### src/rtl/regfile_wb_arbiter_if.sv
// Purpose: bundles the writeback, long-unit, issue and regfile-port signals of
//          regfile_wb_arbiter. Optional perf counters appear when
//          REGFILE_WB_ARB_PERF_EN is defined.
// Ports:   master = producer side (pipeline/long unit/issue), slave = arbiter.
interface regfile_wb_arbiter_if #(
  parameter int DATA_WIDTH     = 32,
  parameter int REG_ADDR_WIDTH = 5,
  parameter int PERF_CNT_WIDTH = 16
);
  logic                      wb_valid;
  logic [REG_ADDR_WIDTH-1:0] wb_rd;
  logic [DATA_WIDTH-1:0]     wb_data;
  logic                      lu_valid;
  logic                      lu_ready;
  logic [REG_ADDR_WIDTH-1:0] lu_rd;
  logic [DATA_WIDTH-1:0]     lu_data;
  logic                      issue_valid;
  logic                      issue_long;
  logic [REG_ADDR_WIDTH-1:0] issue_rs1;
  logic [REG_ADDR_WIDTH-1:0] issue_rs2;
  logic [REG_ADDR_WIDTH-1:0] issue_rd;
  logic                      stall;
  logic                      RegWrite;
  logic [REG_ADDR_WIDTH-1:0] rd;
  logic [DATA_WIDTH-1:0]     ResultW;
`ifdef REGFILE_WB_ARB_PERF_EN
  logic [PERF_CNT_WIDTH-1:0] perf_conflict_cnt;
  logic [PERF_CNT_WIDTH-1:0] perf_starve_cnt;
`endif

  modport master (
    output wb_valid, wb_rd, wb_data,
    output lu_valid, lu_rd, lu_data,
    output issue_valid, issue_long, issue_rs1, issue_rs2, issue_rd,
    input  lu_ready, stall, RegWrite, rd, ResultW
`ifdef REGFILE_WB_ARB_PERF_EN
    , input perf_conflict_cnt, perf_starve_cnt
`endif
  );

  modport slave (
    input  wb_valid, wb_rd, wb_data,
    input  lu_valid, lu_rd, lu_data,
    input  issue_valid, issue_long, issue_rs1, issue_rs2, issue_rd,
    output lu_ready, stall, RegWrite, rd, ResultW
`ifdef REGFILE_WB_ARB_PERF_EN
    , output perf_conflict_cnt, perf_starve_cnt
`endif
  );
endinterface

### src/rtl/regfile_wb_arbiter.sv
// Purpose: shares the regfile write port between the writeback stage (always
//          wins) and a 1-entry long-unit result buffer, with a pending-register
//          scoreboard and a starvation counter that forces an issue bubble.
// Ports:   clk, rst_n (async active-low), bus (regfile_wb_arbiter_if.slave).
//          Optional feature macro: REGFILE_WB_ARB_PERF_EN (saturating perf counters).
module regfile_wb_arbiter #(
  parameter int DATA_WIDTH     = 32,
  parameter int REG_ADDR_WIDTH = 5,
  parameter int STARVE_LIMIT   = 4,
  parameter int PERF_CNT_WIDTH = 16
) (
  input  logic                 clk,
  input  logic                 rst_n,
  regfile_wb_arbiter_if.slave  bus
);
  localparam int NREG = 2 ** REG_ADDR_WIDTH;
  localparam logic [3:0] LIMIT = 4'(STARVE_LIMIT);

  logic                      b_full;
  logic [REG_ADDR_WIDTH-1:0] b_rd;
  logic [DATA_WIDTH-1:0]     b_data;
  logic [3:0]                starve_cnt;
  logic [NREG-1:0]           pending;

  logic wb_win;     // pipeline owns the port this cycle
  logic commit;     // buffer drains into the regfile this cycle
  logic accept;     // long-unit handshake
  logic starve;
  logic hazard;
  logic set_pend;

  // wb_rd==0 is a no-op write and therefore leaves the port free.
  assign wb_win   = bus.wb_valid && (bus.wb_rd != '0);
  assign commit   = b_full && !wb_win;
  assign accept   = bus.lu_valid && !b_full;
  assign starve   = (starve_cnt >= LIMIT);
  // Uses pre-edge pending: a register clearing this cycle still stalls.
  assign hazard   = bus.issue_valid &&
                    (pending[bus.issue_rs1] || pending[bus.issue_rs2] ||
                     pending[bus.issue_rd]);
  assign set_pend = bus.issue_valid && bus.issue_long && !bus.stall &&
                    (bus.issue_rd != '0);

  assign bus.lu_ready = !b_full;
  assign bus.stall    = starve || hazard;

  always_comb begin
    bus.RegWrite = 1'b0;
    bus.rd       = '0;
    bus.ResultW  = '0;
    if (wb_win) begin
      bus.RegWrite = 1'b1;
      bus.rd       = bus.wb_rd;
      bus.ResultW  = bus.wb_data;
    end else if (b_full) begin
      bus.RegWrite = 1'b1;
      bus.rd       = b_rd;
      bus.ResultW  = b_data;
    end
  end

  // Accept requires an empty buffer, so accept and commit never coincide.
  always_ff @(posedge clk or negedge rst_n) begin
    if (!rst_n) begin
      b_full <= 1'b0;
      b_rd   <= '0;
      b_data <= '0;
    end else if (accept) begin
      // x0 results are swallowed; the buffer stays empty.
      b_full <= (bus.lu_rd != '0);
      b_rd   <= bus.lu_rd;
      b_data <= bus.lu_data;
    end else if (commit) begin
      b_full <= 1'b0;
    end
  end

  always_ff @(posedge clk or negedge rst_n) begin
    if (!rst_n) begin
      starve_cnt <= '0;
    end else if (commit) begin
      starve_cnt <= '0;
    end else if (b_full && wb_win && (starve_cnt != 4'hF)) begin
      starve_cnt <= starve_cnt + 4'd1;
    end
  end

  // Set is applied after clear so that set wins on the same index.
  always_ff @(posedge clk or negedge rst_n) begin
    if (!rst_n) begin
      pending <= '0;
    end else begin
      if (commit)   pending[b_rd]         <= 1'b0;
      if (set_pend) pending[bus.issue_rd] <= 1'b1;
    end
  end

`ifdef REGFILE_WB_ARB_PERF_EN
  logic [PERF_CNT_WIDTH-1:0] conflict_cnt;
  logic [PERF_CNT_WIDTH-1:0] starve_stall_cnt;

  always_ff @(posedge clk or negedge rst_n) begin
    if (!rst_n) begin
      conflict_cnt     <= '0;
      starve_stall_cnt <= '0;
    end else begin
      if (b_full && wb_win && !(&conflict_cnt))
        conflict_cnt <= conflict_cnt + 1'b1;
      if (starve && !(&starve_stall_cnt))
        starve_stall_cnt <= starve_stall_cnt + 1'b1;
    end
  end

  assign bus.perf_conflict_cnt = conflict_cnt;
  assign bus.perf_starve_cnt   = starve_stall_cnt;
`endif
endmodule

### src/flat_wrapper.sv
// flat-port wrapper written by rule: the top's interface ports become plain ports
module regfile_wb_arbiter_flat 
#(
  parameter int DATA_WIDTH     = 32,
  parameter int REG_ADDR_WIDTH = 5,
  parameter int STARVE_LIMIT   = 4,
  parameter int PERF_CNT_WIDTH = 16
)
  (clk, rst_n, bus_wb_valid, bus_wb_rd, bus_wb_data, bus_lu_valid, bus_lu_rd, bus_lu_data, bus_issue_valid, bus_issue_long, bus_issue_rs1, bus_issue_rs2, bus_issue_rd, bus_lu_ready, bus_stall, bus_RegWrite, bus_rd, bus_ResultW);
  regfile_wb_arbiter_if #(.DATA_WIDTH(DATA_WIDTH), .REG_ADDR_WIDTH(REG_ADDR_WIDTH), .PERF_CNT_WIDTH(PERF_CNT_WIDTH)) bus_i ();
  input  logic clk;
  input  logic rst_n;
  input wire logic [$bits(bus_i.wb_valid)-1:0] bus_wb_valid;
  input wire logic [$bits(bus_i.wb_rd)-1:0] bus_wb_rd;
  input wire logic [$bits(bus_i.wb_data)-1:0] bus_wb_data;
  input wire logic [$bits(bus_i.lu_valid)-1:0] bus_lu_valid;
  input wire logic [$bits(bus_i.lu_rd)-1:0] bus_lu_rd;
  input wire logic [$bits(bus_i.lu_data)-1:0] bus_lu_data;
  input wire logic [$bits(bus_i.issue_valid)-1:0] bus_issue_valid;
  input wire logic [$bits(bus_i.issue_long)-1:0] bus_issue_long;
  input wire logic [$bits(bus_i.issue_rs1)-1:0] bus_issue_rs1;
  input wire logic [$bits(bus_i.issue_rs2)-1:0] bus_issue_rs2;
  input wire logic [$bits(bus_i.issue_rd)-1:0] bus_issue_rd;
  output wire logic [$bits(bus_i.lu_ready)-1:0] bus_lu_ready;
  output wire logic [$bits(bus_i.stall)-1:0] bus_stall;
  output wire logic [$bits(bus_i.RegWrite)-1:0] bus_RegWrite;
  output wire logic [$bits(bus_i.rd)-1:0] bus_rd;
  output wire logic [$bits(bus_i.ResultW)-1:0] bus_ResultW;
  assign bus_i.wb_valid = bus_wb_valid;
  assign bus_i.wb_rd = bus_wb_rd;
  assign bus_i.wb_data = bus_wb_data;
  assign bus_i.lu_valid = bus_lu_valid;
  assign bus_i.lu_rd = bus_lu_rd;
  assign bus_i.lu_data = bus_lu_data;
  assign bus_i.issue_valid = bus_issue_valid;
  assign bus_i.issue_long = bus_issue_long;
  assign bus_i.issue_rs1 = bus_issue_rs1;
  assign bus_i.issue_rs2 = bus_issue_rs2;
  assign bus_i.issue_rd = bus_issue_rd;
  assign bus_lu_ready = bus_i.lu_ready;
  assign bus_stall = bus_i.stall;
  assign bus_RegWrite = bus_i.RegWrite;
  assign bus_rd = bus_i.rd;
  assign bus_ResultW = bus_i.ResultW;
  regfile_wb_arbiter #(.DATA_WIDTH(DATA_WIDTH), .REG_ADDR_WIDTH(REG_ADDR_WIDTH), .STARVE_LIMIT(STARVE_LIMIT), .PERF_CNT_WIDTH(PERF_CNT_WIDTH)) u_core (.clk(clk), .rst_n(rst_n), .bus(bus_i));
endmodule
### config.mk
export PLATFORM = sky130hd
export DESIGN_NAME = regfile_wb_arbiter_flat
export DESIGN_NICKNAME = d
export VERILOG_FILES = /design/src/rtl/regfile_wb_arbiter_if.sv /design/src/rtl/regfile_wb_arbiter.sv /design/src/flat_wrapper.sv
export SDC_FILE = /design/constraint.sdc
export NUM_CORES = 1
export LEC_CHECK = 0
export CAP_MARGIN = 20
export CORE_UTILIZATION = 40
export DETAILED_ROUTE_END_ITERATION = 16
export PLACE_DENSITY = 0.74
export SKIP_LAST_GASP = 1
export SLEW_MARGIN = 30
export SYNTH_ARGS = -nofsm -noshare
export SYNTH_HDL_FRONTEND = slang
export SYNTH_SLANG_ARGS = --single-unit
### constraint.sdc
create_clock -name clk -period 3.2 [get_ports clk]
set_input_delay 0.32 -clock clk [delete_from_list [all_inputs] [get_ports clk]]
set_output_delay 0.32 -clock clk [all_outputs]
set_load 0.005 [all_outputs]
==> flow_summary.ini, run 1 <==
[outcome]
outcome = complete, no violations

[floorplanning]
start_util = 0.4156
dieArea_um2 = 11790
fp-row-count = 38
core_area_um2 = 10940
die_h_um = 108.6
io-pin-count = 135
die_w_um = 108.6

[global_routing]
grt_max_degree = 46
antenna_found_initial = 0
grt_pass1_wl_um = 23920
grt_use_total = 0.2715
grt_overflow = 0
grt_pass1_vias = 4641

[placement]
port_buffers = 134
placed_area_um2 = 6208
dp.cells = 754
hpwlAfterDp_um = 11140
dpl_worst_slack_ns = -0.3789
routabilityCongestion = 0.9106

[route]
drc_errors = 0
drt_iter0_markers = 474
firstDrtPassIters = 5
via_count = 4483
drt-total-wl_um = 14990
wl_per_cell_um = 19.34
ant_nets = 0
via_per_inst = 5.785

[timing]
skew_ns = 0.008878
drv_slew = 0
rsz0062_at_grt = no
final.period_utilization = 0.9576
worst_pin_slew_ns = 0.6863
timing.final.crit_period_ns = 3.064
hold_viol = 0
timing.hold.ws_ns = 0.3483
fin_ws_ns = 0.1357
clock.fmax_mhz = 326.3
fin_setup_tns_ns = 0
finalSetupViolCount = 0
maxSlewHeadroom = 0.5425

[logic_synthesis]
syn_area_um2 = 4544
synth.avg_cell_area_um2 = 9.428
seq_area_frac_synth = 0.4075
synth-seq-cells = 74
async_flop_share = 1.000
syn_nets = 578
synth_edf_count = 0
ys_warn_count = 0
synth_cells = 482
synthDistinctLibCells = 45
synth_ff_type = dfrtp_1

[worst_setup_path]
cp_data_arrival_time_ns = 2.74
required_ns = 2.88
crit_cells = 7
path_buf_inv = 1
reg2regPathDepth = 7
critical-path-top-delay-family = simple AND/OR/NAND/NOR gates
worst_path_max_delay_cell = mux4_2
r2r-end = u_core.pending[15]$_DFF_PN0_
crit_type = reg -> out
critPathLaunchType = register
cp_cell_sequence = mux4_2 -> nor2b_2 -> a2111oi_2 -> nand4_1 -> or3_4 -> a211o_1 -> dlygate4sd2_1
rrSetupSlack_ns = 0.53
critPathMaxFanout = 2
max_stage_delay_ns = 0.46
regToRegStartpoint = u_core.pending[23]$_DFF_PN0_
cp-end-kind = output pin

[power_and_ir_drop]
swShare = 0.3150
powerDensity_nw_per_um2 = 513.5
ir_worst_vdd_uv = 320.8
p_leak_nw = 2.767
p_total_mw = 3.359
p_sw_mw = 1.058
p_seq_frac = 0.402
clockPowerShare = 0.297
power_frac_comb = 0.301
p_int_mw = 2.301

[cells_and_area]
post-route-util = 0.5982
fin_area_um2 = 6541
drive_above_1_share = 0.1638
diodes = 0
fill_cells = 952
multi_input_area_um2 = 2536
fin_nets = 726
seqCellArea_um2 = 1852
final_cells = 775
area_delta_synth_final_pct = 43.94
layout_common_cells = 129 x clkdlybuf4s50_1, 85 x nand2_1, 74 x dfrtp_1
final_common_cell = clkdlybuf4s50_1

[clock_tree]
clkTransAtPathRegs_ns = 0.06
numClockSinks = 74
htree_levels = 3
clockBufferDepth = 2
cts_root_buffer = clkbuf_16
tritoncts = yes
cts_inserted_buffers = 9
clock_latency_ns = 0.34

[hold_path]
hp-class = in -> async

[flow_run]
cap_violations = 0
==> worst max-delay path by stage <==
stage	from	endpoint
3_5_place_dp	bus_issue_rd[0]	bus_stall
5_1_grt	u_core.pending[23]$_DFF_PN0_	bus_stall
6_report	u_core.pending[23]$_DFF_PN0_	bus_stall
3_3_place_gp	bus_issue_rd[0]	bus_stall
4_1_cts	u_core.pending[13]$_DFF_PN0_	bus_stall
2_1_floorplan	bus_issue_rd[1]	bus_stall
==> layer usage <==
layer | share of wire | track usage | vias up
li1 | - | - | 2063
met1 | 0.39 | 0.3300 | 2153
met2 | 0.49 | 0.4507 | 233
met3 | 0.094 | 0.08198 | 34
met4 | 0.024 | 0.1042 | 0
met5 | 0 | 0 | -
==> cell usage after synthesis, drive strengths merged, types with 5 or more instances <==
cell    instances  area [um2]
o41ai          13       113.9
mux2i          31       310.3
dfrtp          74        1852
nand2          85       319.1
nor2            9       33.78
or3b            5       43.80
clkbuf         23       86.33
or3            21       131.4
mux4            9       210.2
nand3          42       210.2
nand3b          7       52.55
nor2b           8       50.05
buf            12       70.07
a22oi           6       45.04
o21ai          56       280.3
nand2b          6       37.54
mux2           37       416.7
==> repair_timing <==
action	CTS	global route
setup endpoints to repair	1	1
buffers inserted	4	0
resized for setup	7	3
pin swaps	3	4
hold buffers	1	0
endpoints found under the hold margin	4	0
==> state kept, by name, indices dropped and copies added (netlist names) <==
signal	cells
u_core.pending	32
u_core.starve_cnt	4
u_core.b_full	1
u_core.b_data	32
u_core.b_rd	5
==> final cells by class <==
| class | count | share of cell area |
|---|---|---|
| clock inverter | 7 | 0.01071 |
| sequential | 74 | 0.2831 |
| tap | 140 | 0.02678 |
| multi-input combinational | 370 | 0.3877 |
| timing repair buffer | 172 | 0.2555 |
| clock buffer | 9 | 0.03443 |
| inverter | 3 | 0.001722 |
==> power by group through the flow <==
stage / clock (mW) / combinational [mW] / sequential, mW
final: 0.999 / 1.01 / 1.35
after global routing: 1.06 / 1.10 / 1.37
after CTS: 1.01 / 1.01 / 1.34
after detailed placement: 0 / 0.977 / 1.36
after global placement: 0 / 0.954 / 1.34
after floorplan: 0 / 0.564 / 1.25
==> kinds of logic (layout without fill, tap and decap cells) <==
| kind of cell | count (synthesis) | after routing | share of synthesized area |
|---|---|---|---|
| fa+ha+maj | 1 | 1 | 0.002753 |
| simple gates | 196 | 196 | 0.2131 |
| flops | 74 | 74 | 0.4075 |
| buf+inv | 38 | 191 | 0.03689 |
| mux | 77 | 77 | 0.2062 |
| compound gates | 94 | 94 | 0.1297 |
| xor+xnor | 2 | 2 | 0.003855 |
==> worst reg2reg max path, cell delays in order (launching register included) <==
cell	delay (ns)
dfrtp_1	0.39
mux4_2	0.46
nor2b_2	0.16
a2111oi_2	0.33
nand4_1	0.13
or3_4	0.41
buf_4	0.25
o41ai_1	0.41
No activity file was read; power rests on OpenSTA's default activity.
==> run 2, diff against run 1 <==
- ABC_CLOCK_PERIOD_IN_PS: unset -> 3200
==> results of run 2 <==
Same layout as run 1: the final DEF is identical, and so are final timing and power.
